$ cat src/rtl/ms_seq_pkg.sv
// ms_seq_pkg: shared phase encoding and default sizing for the margin-sampling sequencer.
package ms_seq_pkg;

    typedef enum logic [2:0] {IDLE, READ, DRAIN, REDUCE, WRITE, DONE} phase_e;

    localparam int DEF_MAX_DATA_LENGTH = 512;
    localparam int DEF_PIPE_DEPTH      = 3;
    localparam int DEF_BATCH_SIZE      = 1024;
    localparam int DEF_N_BANKS         = 4;
    localparam int DEF_MAX_PASSES      = 8;
    localparam int DEF_WE_WIDTH        = 4;

    localparam int DEF_LW   = $clog2(DEF_MAX_DATA_LENGTH + 1);
    localparam int DEF_PW   = $clog2(DEF_MAX_PASSES + 1);
    localparam int DEF_AW_A = $clog2(DEF_MAX_DATA_LENGTH);
    localparam int DEF_AW_B = $clog2(DEF_MAX_PASSES * DEF_BATCH_SIZE);

    function automatic int max3(input int a, input int b, input int c);
        int m;
        m = (a > b) ? a : b;
        return (m > c) ? m : c;
    endfunction

endpackage

$ cat src/rtl/ms_valid_delay.sv
// ms_valid_delay: fixed-depth valid shift register with synchronous clear.
module ms_valid_delay #(
    parameter int DEPTH = 4
) (
    input  logic clk,
    input  logic rst,
    input  logic clr_i,
    input  logic d_i,
    output logic q_o
);

    logic [DEPTH-1:0] sr_q;

    always_ff @(posedge clk) begin
        if (rst || clr_i) sr_q <= '0;
        else              sr_q <= (sr_q << 1) | DEPTH'(d_i);
    end

    assign q_o = sr_q[DEPTH-1];

endmodule

$ cat src/rtl/margin_sampling_sequencer.sv
// margin_sampling_sequencer: multi-pass READ/DRAIN/REDUCE/WRITE controller for the margin datapath.
// Config is latched on Start; Abort returns to IDLE from any busy phase without a Done pulse.
module margin_sampling_sequencer
    import ms_seq_pkg::*;
#(
    parameter int MAX_DATA_LENGTH = DEF_MAX_DATA_LENGTH,
    parameter int PIPE_DEPTH      = DEF_PIPE_DEPTH,
    parameter int BATCH_SIZE      = DEF_BATCH_SIZE,
    parameter int N_BANKS         = DEF_N_BANKS,
    parameter int MAX_PASSES      = DEF_MAX_PASSES,
    parameter int WE_WIDTH        = DEF_WE_WIDTH,
    localparam int LW   = $clog2(MAX_DATA_LENGTH + 1),
    localparam int PW   = $clog2(MAX_PASSES + 1),
    localparam int AW_A = $clog2(MAX_DATA_LENGTH),
    localparam int AW_B = $clog2(MAX_PASSES * BATCH_SIZE)
) (
    input  logic                clk,
    input  logic                rst,
    input  logic                Start,
    input  logic [LW-1:0]       CfgLen,
    input  logic [PW-1:0]       CfgPasses,
    input  logic                Abort,
    input  logic                MTreeDone,
    input  logic                WrReady,
    output logic                Ready,
    output logic                Busy,
    output logic                Done,
    output logic                CfgErr,
    output logic [PW-1:0]       PassIdx,
    output logic                EnA,
    output logic [AW_A-1:0]     AddrA,
    output logic                MrgnPipelineEn,
    output logic                CntIndxEn,
    output logic                TrigMTree,
    output logic                EnB,
    output logic [WE_WIDTH-1:0] WeB,
    output logic [AW_B-1:0]     AddrB
);

    localparam int DRAIN_N = PIPE_DEPTH + 1;
    localparam int CW      = $clog2(max3(MAX_DATA_LENGTH, DRAIN_N, N_BANKS) + 1);
    localparam int KW      = $clog2(BATCH_SIZE + 1);

    phase_e        state_q, state_d;
    logic [CW-1:0] cnt_q, cnt_d;
    logic [KW-1:0] k_q, k_d;
    logic [PW-1:0] pass_q, pass_d;
    logic [PW-1:0] passes_q, passes_d;
    logic [LW-1:0] len_q, len_d;
    logic          cfg_err_q, cfg_err_d;
    logic          cfg_bad, abort_run;

    assign cfg_bad   = (CfgLen == '0) || (CfgLen > LW'(MAX_DATA_LENGTH)) || (CfgPasses > PW'(MAX_PASSES));
    assign abort_run = Abort && (state_q != IDLE);

    always_ff @(posedge clk) begin
        if (rst) begin
            state_q   <= IDLE;
            cnt_q     <= '0;
            k_q       <= '0;
            pass_q    <= '0;
            passes_q  <= '0;
            len_q     <= '0;
            cfg_err_q <= 1'b0;
        end else begin
            state_q   <= state_d;
            cnt_q     <= cnt_d;
            k_q       <= k_d;
            pass_q    <= pass_d;
            passes_q  <= passes_d;
            len_q     <= len_d;
            cfg_err_q <= cfg_err_d;
        end
    end

    always_comb begin
        state_d   = state_q;
        cnt_d     = cnt_q;
        k_d       = k_q;
        pass_d    = pass_q;
        passes_d  = passes_q;
        len_d     = len_q;
        cfg_err_d = 1'b0;
        if (abort_run) begin
            state_d = IDLE;
            cnt_d   = '0;
            k_d     = '0;
            pass_d  = '0;
        end else begin
            case (state_q)
                IDLE: begin
                    if (Start && !Abort) begin
                        if (cfg_bad) begin
                            cfg_err_d = 1'b1;
                        end else begin
                            len_d    = CfgLen;
                            passes_d = (CfgPasses == '0) ? PW'(1) : CfgPasses;
                            cnt_d    = '0;
                            k_d      = '0;
                            pass_d   = '0;
                            state_d  = READ;
                        end
                    end
                end
                READ: begin
                    cnt_d   = ((cnt_q + 1'b1) == CW'(len_q)) ? '0 : cnt_q + 1'b1;
                    state_d = ((cnt_q + 1'b1) == CW'(len_q)) ? DRAIN : READ;
                end
                DRAIN: begin
                    cnt_d   = (cnt_q == CW'(DRAIN_N - 1)) ? '0 : cnt_q + 1'b1;
                    state_d = (cnt_q == CW'(DRAIN_N - 1)) ? REDUCE : DRAIN;
                end
                REDUCE: begin
                    // Counter saturates at N_BANKS; it only gates the trigger window.
                    if (MTreeDone) begin
                        cnt_d   = '0;
                        k_d     = '0;
                        state_d = WRITE;
                    end else if (cnt_q < CW'(N_BANKS)) begin
                        cnt_d = cnt_q + 1'b1;
                    end
                end
                WRITE: begin
                    if (WrReady) begin
                        if (k_q == KW'(BATCH_SIZE - 1)) begin
                            k_d     = '0;
                            state_d = (pass_q == passes_q - 1'b1) ? DONE : READ;
                            pass_d  = (pass_q == passes_q - 1'b1) ? pass_q : pass_q + 1'b1;
                        end else begin
                            k_d = k_q + 1'b1;
                        end
                    end
                end
                DONE: begin
                    state_d = IDLE;
                    pass_d  = '0;
                end
                default: state_d = IDLE;
            endcase
        end
    end

    ms_valid_delay #(.DEPTH(DRAIN_N)) u_valid_delay (
        .clk   (clk),
        .rst   (rst),
        .clr_i (abort_run),
        .d_i   (EnA),
        .q_o   (CntIndxEn)
    );

    assign Ready          = (state_q == IDLE);
    assign Busy           = (state_q == READ) || (state_q == DRAIN) || (state_q == REDUCE) || (state_q == WRITE);
    assign Done           = (state_q == DONE);
    assign CfgErr         = cfg_err_q;
    assign PassIdx        = pass_q;
    assign EnA            = (state_q == READ);
    assign AddrA          = EnA ? cnt_q[AW_A-1:0] : '0;
    assign MrgnPipelineEn = (state_q == READ) || (state_q == DRAIN);
    assign TrigMTree      = (state_q == REDUCE) && (cnt_q < CW'(N_BANKS));
    assign EnB            = (state_q == WRITE) && WrReady;
    assign WeB            = {WE_WIDTH{EnB}};
    assign AddrB          = (state_q == WRITE) ? AW_B'(pass_q) * AW_B'(BATCH_SIZE) + AW_B'(k_q) : '0;

endmodule

$ cat config.mk
export PLATFORM = sky130hd
export DESIGN_NAME = margin_sampling_sequencer
export DESIGN_NICKNAME = d
export VERILOG_FILES = /design/src/rtl/ms_seq_pkg.sv /design/src/rtl/ms_valid_delay.sv /design/src/rtl/margin_sampling_sequencer.sv
export SDC_FILE = /design/constraint.sdc
export NUM_CORES = 1
export LEC_CHECK = 0
export BUFFER_PORTS_ARGS = -buffer_cell sky130_fd_sc_hd__clkbuf_2
export CORE_ASPECT_RATIO = 1.4
export CORE_MARGIN = 4
export CORE_UTILIZATION = 57
export CTS_BUF_LIST = sky130_fd_sc_hd__clkbuf_4
export DETAILED_ROUTE_END_ITERATION = 12
export GPL_ROUTABILITY_DRIVEN = 0
export GPL_TIMING_DRIVEN = 1
export HOLD_SLACK_MARGIN = 0.06
export PLACE_DENSITY = 0.93
export SETUP_SLACK_MARGIN = 0.02
export SLEW_MARGIN = 20
export SYNTH_ARGS = -nofsm -noshare
export SYNTH_HDL_FRONTEND = slang
export SYNTH_SLANG_ARGS = --single-unit
$ cat constraint.sdc
create_clock -name clk -period 3.4 [get_ports clk]
set_clock_uncertainty 0.2 [all_clocks]
set_input_delay 0.17 -clock clk [delete_from_list [all_inputs] [get_ports clk]]
set_output_delay 0.17 -clock clk [all_outputs]
set_load 0.05 [all_outputs]
Word-level counts from Yosys, hierarchy flattened
Index checks and enable logic that the tools add are counted.
Cells by class
  add/sub/neg operators: 5
  $mul: 0
  divide/modulo/power cells: 0
  magnitude comparators: 3
  equality and inequality tests: 16
  shift-type cells: 0
  multiplexer cells: 32
  bitwise operators: 5
  reductions and logical operators: 25
Operators with widths (count)
  10-bit two-way mux: 6
  11-bit two-way mux: 5
  10-bit one-hot mux with 4 select lines: 1
  11-bit one-hot mux with 3 select lines: 1
  4-bit two-way mux: 6
  3-bit two-way mux: 6
  3-bit one-hot mux with 5 select lines: 1
  13-bit by 11-bit adder with 13-bit output: 1
  13-bit two-way mux: 1
  4-bit one-hot mux with 3 select lines: 1
  11-bit by 1-bit adder with 11-bit output (second input constant): 1
  11-bit by 10-bit equality test with 1-bit output (second input constant): 1
  10-bit by 1-bit adder with 10-bit output (second input constant): 1
  10-bit equality test: 1
  10-bit by 2-bit equality test with 1-bit output (second input constant): 1
  10-bit > comparator (second input constant): 1
  10-bit logical NOT: 1
  10-bit by 3-bit < comparator with 1-bit output (second input constant): 1
  2-bit != test (second input constant): 5
  5-bit AND reduction: 2
  9-bit two-way mux: 1
  3-bit nonzero test: 3
  4-bit AND reduction: 2
  3-bit by 2-bit equality test with 1-bit output (second input constant): 2
  other kinds (21): 34
Word-level totals
  bits in registers: 47
  latch bits: 0
  bits in writable memories: 0
  ROM bits: 0
  input port bits: 20
  output and inout port bits: 39
  word-level logic and storage cells: 94
  memories: 0

Logic depth before layout (Yosys ltp)
Gate-level depths: netlist of the first run.
  word-level depth: 6
  depth in mapped cells: 9

Cells and area by module
Synthesis of the first run repeated with hierarchy kept, for this count alone.
Second synthesis, totals
  cell total of the unflattened synthesis: 351
  area total of the unflattened synthesis: 2909.0 sq um
By module, submodules not included
  margin_sampling_sequencer: instances 1, cells each 343, area each 2798.9 sq um
  ms_valid_delay: instances 1, cells each 8, area each 110.1 sq um

Worst setup path before layout of the first run
Ideal clock, no wire load.
  path type: reg2reg
  start: register cnt_q[1]
  end: register cnt_q[1]
  library setup time: 0.114 ns
  arrival: 2.112 ns
  required time: 3.086 ns
  slack: 0.974 ns
  stages on the path, launching flop included: 9
  period minus slack after synthesis: 2.426 ns
  cells stage by stage: dfxtp_1 ha_1 nand3_1 xor2_2 o2111ai_1 a2111oi_2 a41o_1 buf_6 a2bb2o_4
Between the ends
  word-level cells in the longest chain between the ends: 4
Ends and longest elaborated chain
  start, declared: line margin_sampling_sequencer.sv:45  | logic [CW-1:0] cnt_q, cnt_d;
  start signal, assigned: line margin_sampling_sequencer.sv:67  | cnt_q <= cnt_d;
  10-bit by 1-bit adder with 10-bit output: line margin_sampling_sequencer.sv:106, margin_sampling_sequencer.sv:110, margin_sampling_sequencer.sv:120
  10-bit equality test or 10-bit two-way mux (tied branches): line margin_sampling_sequencer.sv:106, margin_sampling_sequencer.sv:119
  10-bit two-way mux (on tied branches): line margin_sampling_sequencer.sv:106, margin_sampling_sequencer.sv:115
  10-bit one-hot mux with 4 select lines: line margin_sampling_sequencer.sv:90  | case (state_q)
Several ways; a longest one is shown, not always the timed one. The select of a mux whose other input is x is not followed.
A chain may end at the register's enable or synchronous reset.

Worst setup path in the final report of the first run
  start: input CfgPasses[1]
  end: register len_q[1]
Between the ends
  word-level cells in the longest chain between the ends: 4
Ends and longest elaborated chain
  start, declared: line margin_sampling_sequencer.sv:21  | input logic [PW-1:0] CfgPasses,
  4-bit > comparator: line margin_sampling_sequencer.sv:53  | assign cfg_bad = (CfgLen == '0) || (CfgLen > LW'(MAX_DATA_LENGTH)) || (CfgPasses > PW'(MAX_PASSES));
  1-bit logical OR: line margin_sampling_sequencer.sv:53
  1-bit inverter (no source line)
  4-bit AND reduction (no source line)
  end signal, assigned: line margin_sampling_sequencer.sv:71  | len_q <= len_d;
  end, declared: line margin_sampling_sequencer.sv:49  | logic [LW-1:0] len_q, len_d;
No other way between the ends.

==> impl_metrics.tcl, run 1 <==
set metrics [dict create \
    cts_tree "done" \
    post_synth.cell_area_avg_um2 8.59 \
    pwr-share-comb 0.331 \
    syn-num-nets 367 \
    synth.top_cells.by_count "sky130_fd_sc_hd__dfxtp_1, sky130_fd_sc_hd__nor2_1, sky130_fd_sc_hd__and3_1, sky130_fd_sc_hd__nand2_1, sky130_fd_sc_hd__xor2_1" \
    pwr-share-clk 0.247 \
    post-route-min-period_ps 3270 \
    worstSkewPairLatency_ps 380 \
    cellPowerDensity_nw_per_um2 411 \
    seq_area_frac_synth 0.321 \
    synth.top_cells.by_area "sky130_fd_sc_hd__dfxtp_1, sky130_fd_sc_hd__and3_1, sky130_fd_sc_hd__nor2_1" \
    layout-area-overhead-vs-synth_pct 21.2 \
    setup_violation_total_in_the_final_timing_report 0 \
    status "complete, no violations" \
    hold_wc_path_type "input pin to register" \
    synth_top_cell_by_area "sky130_fd_sc_hd__dfxtp_1" \
    report.power.total_mw 1.46 \
    route.detailed.drc 0 \
    share_seq_of_total_power 0.422 \
    switchingPower_uw 575 \
    ys.flop_type "sky130_fd_sc_hd__dfxtp_1" \
    grt_use_total 0.265 \
    synth.distinct_cells 62 \
    boundaryPins 59 \
    drt_first_pass_iters 4 \
    max_freq_mhz 306 \
    coreArea_um2 4920 \
    critPathArrivalTime_ps 3360 \
    cts.path.max_buffers 2 \
    critical_path_peak_fanout 15 \
    timing.slew.headroom 0.388 \
    wire_per_inst_um 16.6 \
    r2r_setup_slack_ps 260 \
    yosys.cell_count.top_type "sky130_fd_sc_hd__dfxtp_1" \
    yosys_register_bits 47 \
    die_w_um 68.6 \
    port_buffers 58 \
    grt_antenna_before_repair 0 \
    worstSetupEndpointType "register" \
    num-fill-cells 373 \
    number_of_clock_sinks_seen_by_cts 47 \
    timing_worst_slew_pin_value_ps 917 \
    final_critical_path_setup_slack_ps 132 \
    path_clk_slew_ps 160 \
    cellInternalPower_uw 883 \
    place_inst 437 \
    detail_route.wirelength_um 7910 \
    synth-async-reset-ratio 0 \
    grt_pass1_vias 2848 \
    detailed_place_hpwl_um 5280 \
    synth_edf_count 0 \
    fin_tns_setup_ps 0 \
    initial_utilization 0.596 \
    power.share.switching 0.394 \
    cp_data_required_time_ps 3490 \
    critPathKind "input pin to register" \
    num_vias 2842 \
    post-route-period-util 0.961 \
    final_nets 438 \
    tritoncts.num_buffers 5 \
    ant_nets 0 \
    drive_gt1_frac 0.203 \
    n_antenna_cell 0 \
    unrepaired_setup_endpoints_after_global_routing "no" \
    pre_cts_ws_ps 574 \
    utilization_after_layout 0.722 \
    post_synth_inst_count 341 \
    vdd_drop_max_uv 363 \
    htreeDepth 2 \
    synth_top_cell_area_share 0.321 \
    drt_iter0_markers 207 \
    gr-total-overflow 0 \
    routed_via_density 5.96 \
    maximum_number_of_pins_on_one_net_before_global_route_repair 25 \
    syn-cell-area_um2 2930 \
    count_of_endpoints_failing_hold_in_the_final_timing_report 0 \
    maxSlewViolCount 0 \
    grt_pass1_wl_um 13000 \
    start_kind "input pin" \
    yosys_warnings 0 \
    placement_rows 30 \
    clock-root-buffer "sky130_fd_sc_hd__clkbuf_4" \
    cts-resized-gates 0 \
    die_area_um2 6370 \
    maxCapViolations 0 \
    static-leakage-power_nw 1.55 \
    fin_cells 477 \
    die_h_um 92.8 \
]
==> path summary, 6_finish.rpt <==
kind	end	from	cells past startpoint
setup / recovery	len_q[1]	CfgPasses[1]	9
hold / removal	k_q[10]	Abort	5
setup reg to reg	len_q[1]	state_q[1]	6
hold reg to reg	u_valid_delay.sr_q[3]	u_valid_delay.sr_q[2]	1
==> sequential cells by signal, summed over array words and instances, names as in the netlist <==
register            cells
cnt_q                  10
len_q                  10
state_q                 3
k_q                    11
CfgErr                  1
PassIdx                 4
u_valid_delay.sr_q      4
passes_q                4
==> area by class of cell <==
| cell class | count | area [um2] | area share |
|---|---|---|---|
| tap | 64 | 80.1 | 0.0226 |
| clock buffer | 5 | 37.5 | 0.0106 |
| timing repair buffer | 94 | 641 | 0.180 |
| inverter | 9 | 33.8 | 0.00951 |
| multi-input combinational | 255 | 1770 | 0.499 |
| sequential | 47 | 941 | 0.265 |
| clock inverter | 3 | 46.3 | 0.0130 |
==> power groups by stage <==
| stage | combinational, mW | sequential [mW] | clock, mW |
|---|---|---|---|
| detailed placement | 0.446 | 0.627 | 0 |
| floorplan | 0.367 | 0.606 | 0 |
| global route | 0.524 | 0.621 | 0.389 |
| CTS | 0.473 | 0.614 | 0.360 |
| global placement | 0.437 | 0.624 | 0 |
| finish | 0.483 | 0.615 | 0.360 |
==> layer usage <==
metal / up-vias / global-route usage / wire (um)
met3: 33 / 0.0485 / 494
met2: 116 / 0.457 / 4130
met5: - / 0 / 0
met1: 1335 / 0.288 / 2970
met4: 0 / 0.154 / 316
li1: 1358 / - / -
==> cell families (layout without fill, tap and decap cells) <==
family	count (synthesis)	after routing	synth area share
AOI/OAI and AO/OA	53	53	0.143
xor gates and xnor gates	33	33	0.111
adders and majority gates	6	6	0.0256
buffers and inverters	39	111	0.0739
DFF	47	47	0.321
muxes	13	13	0.0444
and+or+nand+nor	150	150	0.281
==> placed cells by master (no fill, tap or decap), types with 7 or more instances in the layout <==
| cell | netlist | routed |
|---|---|---|
| sky130_fd_sc_hd__nand2_1 | 20 | 20 |
| sky130_fd_sc_hd__xnor2_1 | 14 | 14 |
| sky130_fd_sc_hd__dlygate4sd3_1 | 0 | 32 |
| sky130_fd_sc_hd__mux2i_1 | 13 | 13 |
| sky130_fd_sc_hd__nor2_1 | 41 | 41 |
| sky130_fd_sc_hd__o2bb2ai_1 | 8 | 8 |
| sky130_fd_sc_hd__inv_1 | 9 | 9 |
| sky130_fd_sc_hd__nand3_1 | 11 | 11 |
| sky130_fd_sc_hd__nand4_1 | 9 | 9 |
| sky130_fd_sc_hd__clkbuf_2 | 0 | 58 |
| sky130_fd_sc_hd__and3_1 | 27 | 27 |
| sky130_fd_sc_hd__dfxtp_1 | 47 | 47 |
| sky130_fd_sc_hd__a21oi_1 | 10 | 10 |
| sky130_fd_sc_hd__nor3_1 | 7 | 7 |
| sky130_fd_sc_hd__xor2_1 | 15 | 15 |
==> worst max-delay path, stage by stage <==
cell	delay [ps]
sky130_fd_sc_hd__dlygate4sd3_1	570
sky130_fd_sc_hd__clkbuf_2	150
sky130_fd_sc_hd__o31ai_1	350
sky130_fd_sc_hd__and3b_1	250
sky130_fd_sc_hd__nand3_1	160
sky130_fd_sc_hd__nor2_2	730
sky130_fd_sc_hd__mux2i_1	330
sky130_fd_sc_hd__nor2_1	80
sky130_fd_sc_hd__dlygate4sd3_1	570
==> through the flow <==
stage	instance area, um2	hold WS [ps]
final	3550	130
after detailed placement	3150	214
after global placement	3150	210
after global routing	3550	120
after floorplan	2930	117
after CTS	3550	107
==> repair_timing <==
| item | CTS | global route |
|---|---|---|
| endpoints found under the setup margin | 0 | 0 |
| hold buffers | 32 | 0 |
| buffers inserted | 0 | 0 |
| endpoints found under the hold margin | 17 | 0 |
Note: power is estimated with default switching activity, not from simulation.
==> inputs of run 2 (changes only) <==
--- a/config.mk
+++ b/config.mk
@@ -7,7 +7,7 @@
 export LEC_CHECK = 0
 export BUFFER_PORTS_ARGS = -buffer_cell sky130_fd_sc_hd__clkbuf_2
 export CORE_ASPECT_RATIO = 1.4
-export CORE_MARGIN = 4
+export CORE_MARGIN = 2
 export CORE_UTILIZATION = 57
 export CTS_BUF_LIST = sky130_fd_sc_hd__clkbuf_4
 export DETAILED_ROUTE_END_ITERATION = 12
==> run 2 against run 1 <==
Core utilization decreased by 0.69 points. Global-route usage is 1.3 points higher. Clock power decreased by 26%. Largest power group unchanged. Highest routed layer unchanged. Die area decreased by 9.9%. Setup slack gained 260 ps. Register-to-register slack better by 140 ps. Non-clock buffer count is 1 lower. Combinational power about the same. Largest cell class unchanged. Sequential share of layout area rose by 0.25 points. Via count increased by 1.3%.
==> impl_metrics.tcl, run 2 (same netlist as run 1, synthesis figures left out) <==
set metrics [dict create \
    htreeDepth 2 \
    num_vias 2878 \
    static-leakage-power_nw 1.53 \
    status "complete, no violations" \
    crit_chain "dlygate4sd3_1, clkbuf_2, o31ai_1, and3b_1, nand3_1, nor2_4, mux2i_1, nor2_1, dlygate4sd3_1" \
    most_frequent_standard_cell_in_the_layout_excluding_fill_and_tap_cells "sky130_fd_sc_hd__clkbuf_2" \
    clock-root-buffer "sky130_fd_sc_hd__clkbuf_4" \
    gr-total-overflow 0 \
    drive_gt1_frac 0.197 \
    path_clk_slew_ps 140 \
    fin_tns_setup_ps 0 \
    vdd_drop_max_uv 320 \
    dpl-instance-area_um2 3140 \
    critPathArrivalTime_ps 3080 \
    pwr-share-clk 0.196 \
    cp_slowest_stage_delay_ps 570 \
    setup_violation_total_in_the_final_timing_report 0 \
    crit_path_frequent_cell "sky130_fd_sc_hd__dlygate4sd3_1" \
    top_register "k_q" \
    die_h_um 88.8 \
    n_antenna_cell 0 \
    switchingPower_uw 567 \
    final_critical_path_setup_slack_ps 393 \
    power.share.switching 0.415 \
    boundaryPins 59 \
    detail_route.wirelength_um 7760 \
    detailed_place_hpwl_um 5240 \
    timing.slew.headroom 0.476 \
    whs_ps 241 \
    unrepaired_setup_endpoints_after_global_routing "no" \
    wire_per_inst_um 16.3 \
    routed_via_density 6.05 \
    pre_cts_ws_ps 518 \
    largest_reg_flops 11 \
    count_of_endpoints_failing_hold_in_the_final_timing_report 0 \
    ant_nets 0 \
    placement_rows 30 \
    reg2reg_depth 7 \
    post-route-min-period_ps 3010 \
    grt_use_total 0.278 \
    maxSlewViolCount 0 \
    stdcell_area_um2 3520 \
    timing.rr.start "cnt_q[0]" \
    critical_path_peak_fanout 15 \
    pwr-share-comb 0.354 \
    layout-area-overhead-vs-synth_pct 20.1 \
    r2r-end "cnt_q[1]" \
    number_of_clock_sinks_seen_by_cts 47 \
    initial_utilization 0.596 \
    route.detailed.drc 0 \
    cellInternalPower_uw 798 \
    share_seq_of_total_power 0.450 \
    post-route-period-util 0.884 \
    tritoncts.num_buffers 5 \
    hold_wc_path_type "register to register" \
    maxCapViolations 0 \
    cts.path.max_buffers 2 \
    final_nets 437 \
    die_area_um2 5740 \
    cellPowerDensity_nw_per_um2 388 \
    most-common-layout-cells "sky130_fd_sc_hd__clkbuf_2, sky130_fd_sc_hd__dfxtp_1, sky130_fd_sc_hd__nor2_1" \
    die_w_um 64.6 \
    drt_iter0_markers 181 \
    slowest_cp_cell "sky130_fd_sc_hd__dlygate4sd3_1" \
    coreArea_um2 4920 \
    crit_path_start "CfgPasses[1]" \
    grt_pass1_vias 2731 \
    timing_worst_slew_pin_value_ps 782 \
    maximum_number_of_pins_on_one_net_before_global_route_repair 25 \
    critPathKind "input pin to register" \
    cts_tree "done" \
    top_regs "k_q x11, cnt_q x10, len_q x10" \
    max_freq_mhz 333 \
    grt_pass1_wl_um 12400 \
    grt_antenna_before_repair 0 \
    drt_first_pass_iters 4 \
    worstSkewPairLatency_ps 380 \
    worstSetupEndpointType "register" \
    cp_data_required_time_ps 3480 \
    start_kind "input pin" \
    setup.worst_path.end "len_q[8]" \
    r2r_setup_slack_ps 400 \
    port_buffers 58 \
]
-- run 2: cell types whose count changed in the layout (fill, tap and decap cells not counted), sizes merged --
cell	before	now
bufinv	1	0
clkinv	0	2
inv	10	9
buf	4	3
-- run 2: per-layer routing --
metal  global-route usage  part of all wire  vias to the layer above
met5                    0                 0                        -
met4                0.128             0.029                        0
met3               0.0483             0.053                       26
met2                0.518              0.53                      140
met1                0.307              0.39                     1358
li1                     -                 -                     1354
-- run 2: how the worst min path moves through the flow --
stage,startpoint,to,slack [ps],cells past startpoint
floorplan,CfgLen[0],len_q[0],120,2
finish,u_valid_delay.sr_q[2],u_valid_delay.sr_q[3],240,1
global placement,u_valid_delay.sr_q[0],u_valid_delay.sr_q[1],210,1
CTS,u_valid_delay.sr_q[2],u_valid_delay.sr_q[3],250,1
detailed placement,u_valid_delay.sr_q[2],u_valid_delay.sr_q[3],210,1
global route,u_valid_delay.sr_q[1],u_valid_delay.sr_q[2],260,1
-- run 2: critical path, delay by kind of cell --
family / cells / cell delay [ps]
buffers and inverters: 3 / 1270
and+or+nand+nor: 4 / 1000
AOI/OAI and AO/OA: 1 / 370
muxes: 1 / 270
-- run 2: through the flow --
| step | std cells | utilization | total power [mW] |
|---|---|---|---|
| global route | 476 | 0.715 | 1.43 |
| finish | 476 | 0.715 | 1.36 |
| global placement | 436 | 0.638 | 1.06 |
| detailed placement | 436 | 0.638 | 1.07 |
| CTS | 476 | 0.714 | 1.35 |
| floorplan | 341 | - | 0.973 |
-- run 2: area by class of cell --
| type | count | area, um2 |
|---|---|---|
| multi-input cells | 255 | 1780 |
| fillers | 374 | 1400 |
| flip-flops and latches | 47 | 941 |
| repair buffers | 93 | 633 |
| well taps | 64 | 80.1 |
| clock buffers | 5 | 37.5 |
| inverters | 9 | 33.8 |
| clock inverters | 3 | 15.0 |
-- run 2: timing repair --
item,CTS,global route
hold buffers,32,0
endpoints found under the setup margin,0,6
gates resized for setup,0,1
buffers inserted,0,0
endpoints found under the hold margin,17,0
-- run 2: power by group through the flow --
stage | clock network, mW | logic [mW] | registers [mW]
floorplan | 0 | 0.367 | 0.606
global placement | 0 | 0.432 | 0.624
detailed placement | 0 | 0.447 | 0.626
CTS | 0.263 | 0.473 | 0.613
global route | 0.292 | 0.518 | 0.618
finish | 0.267 | 0.483 | 0.614
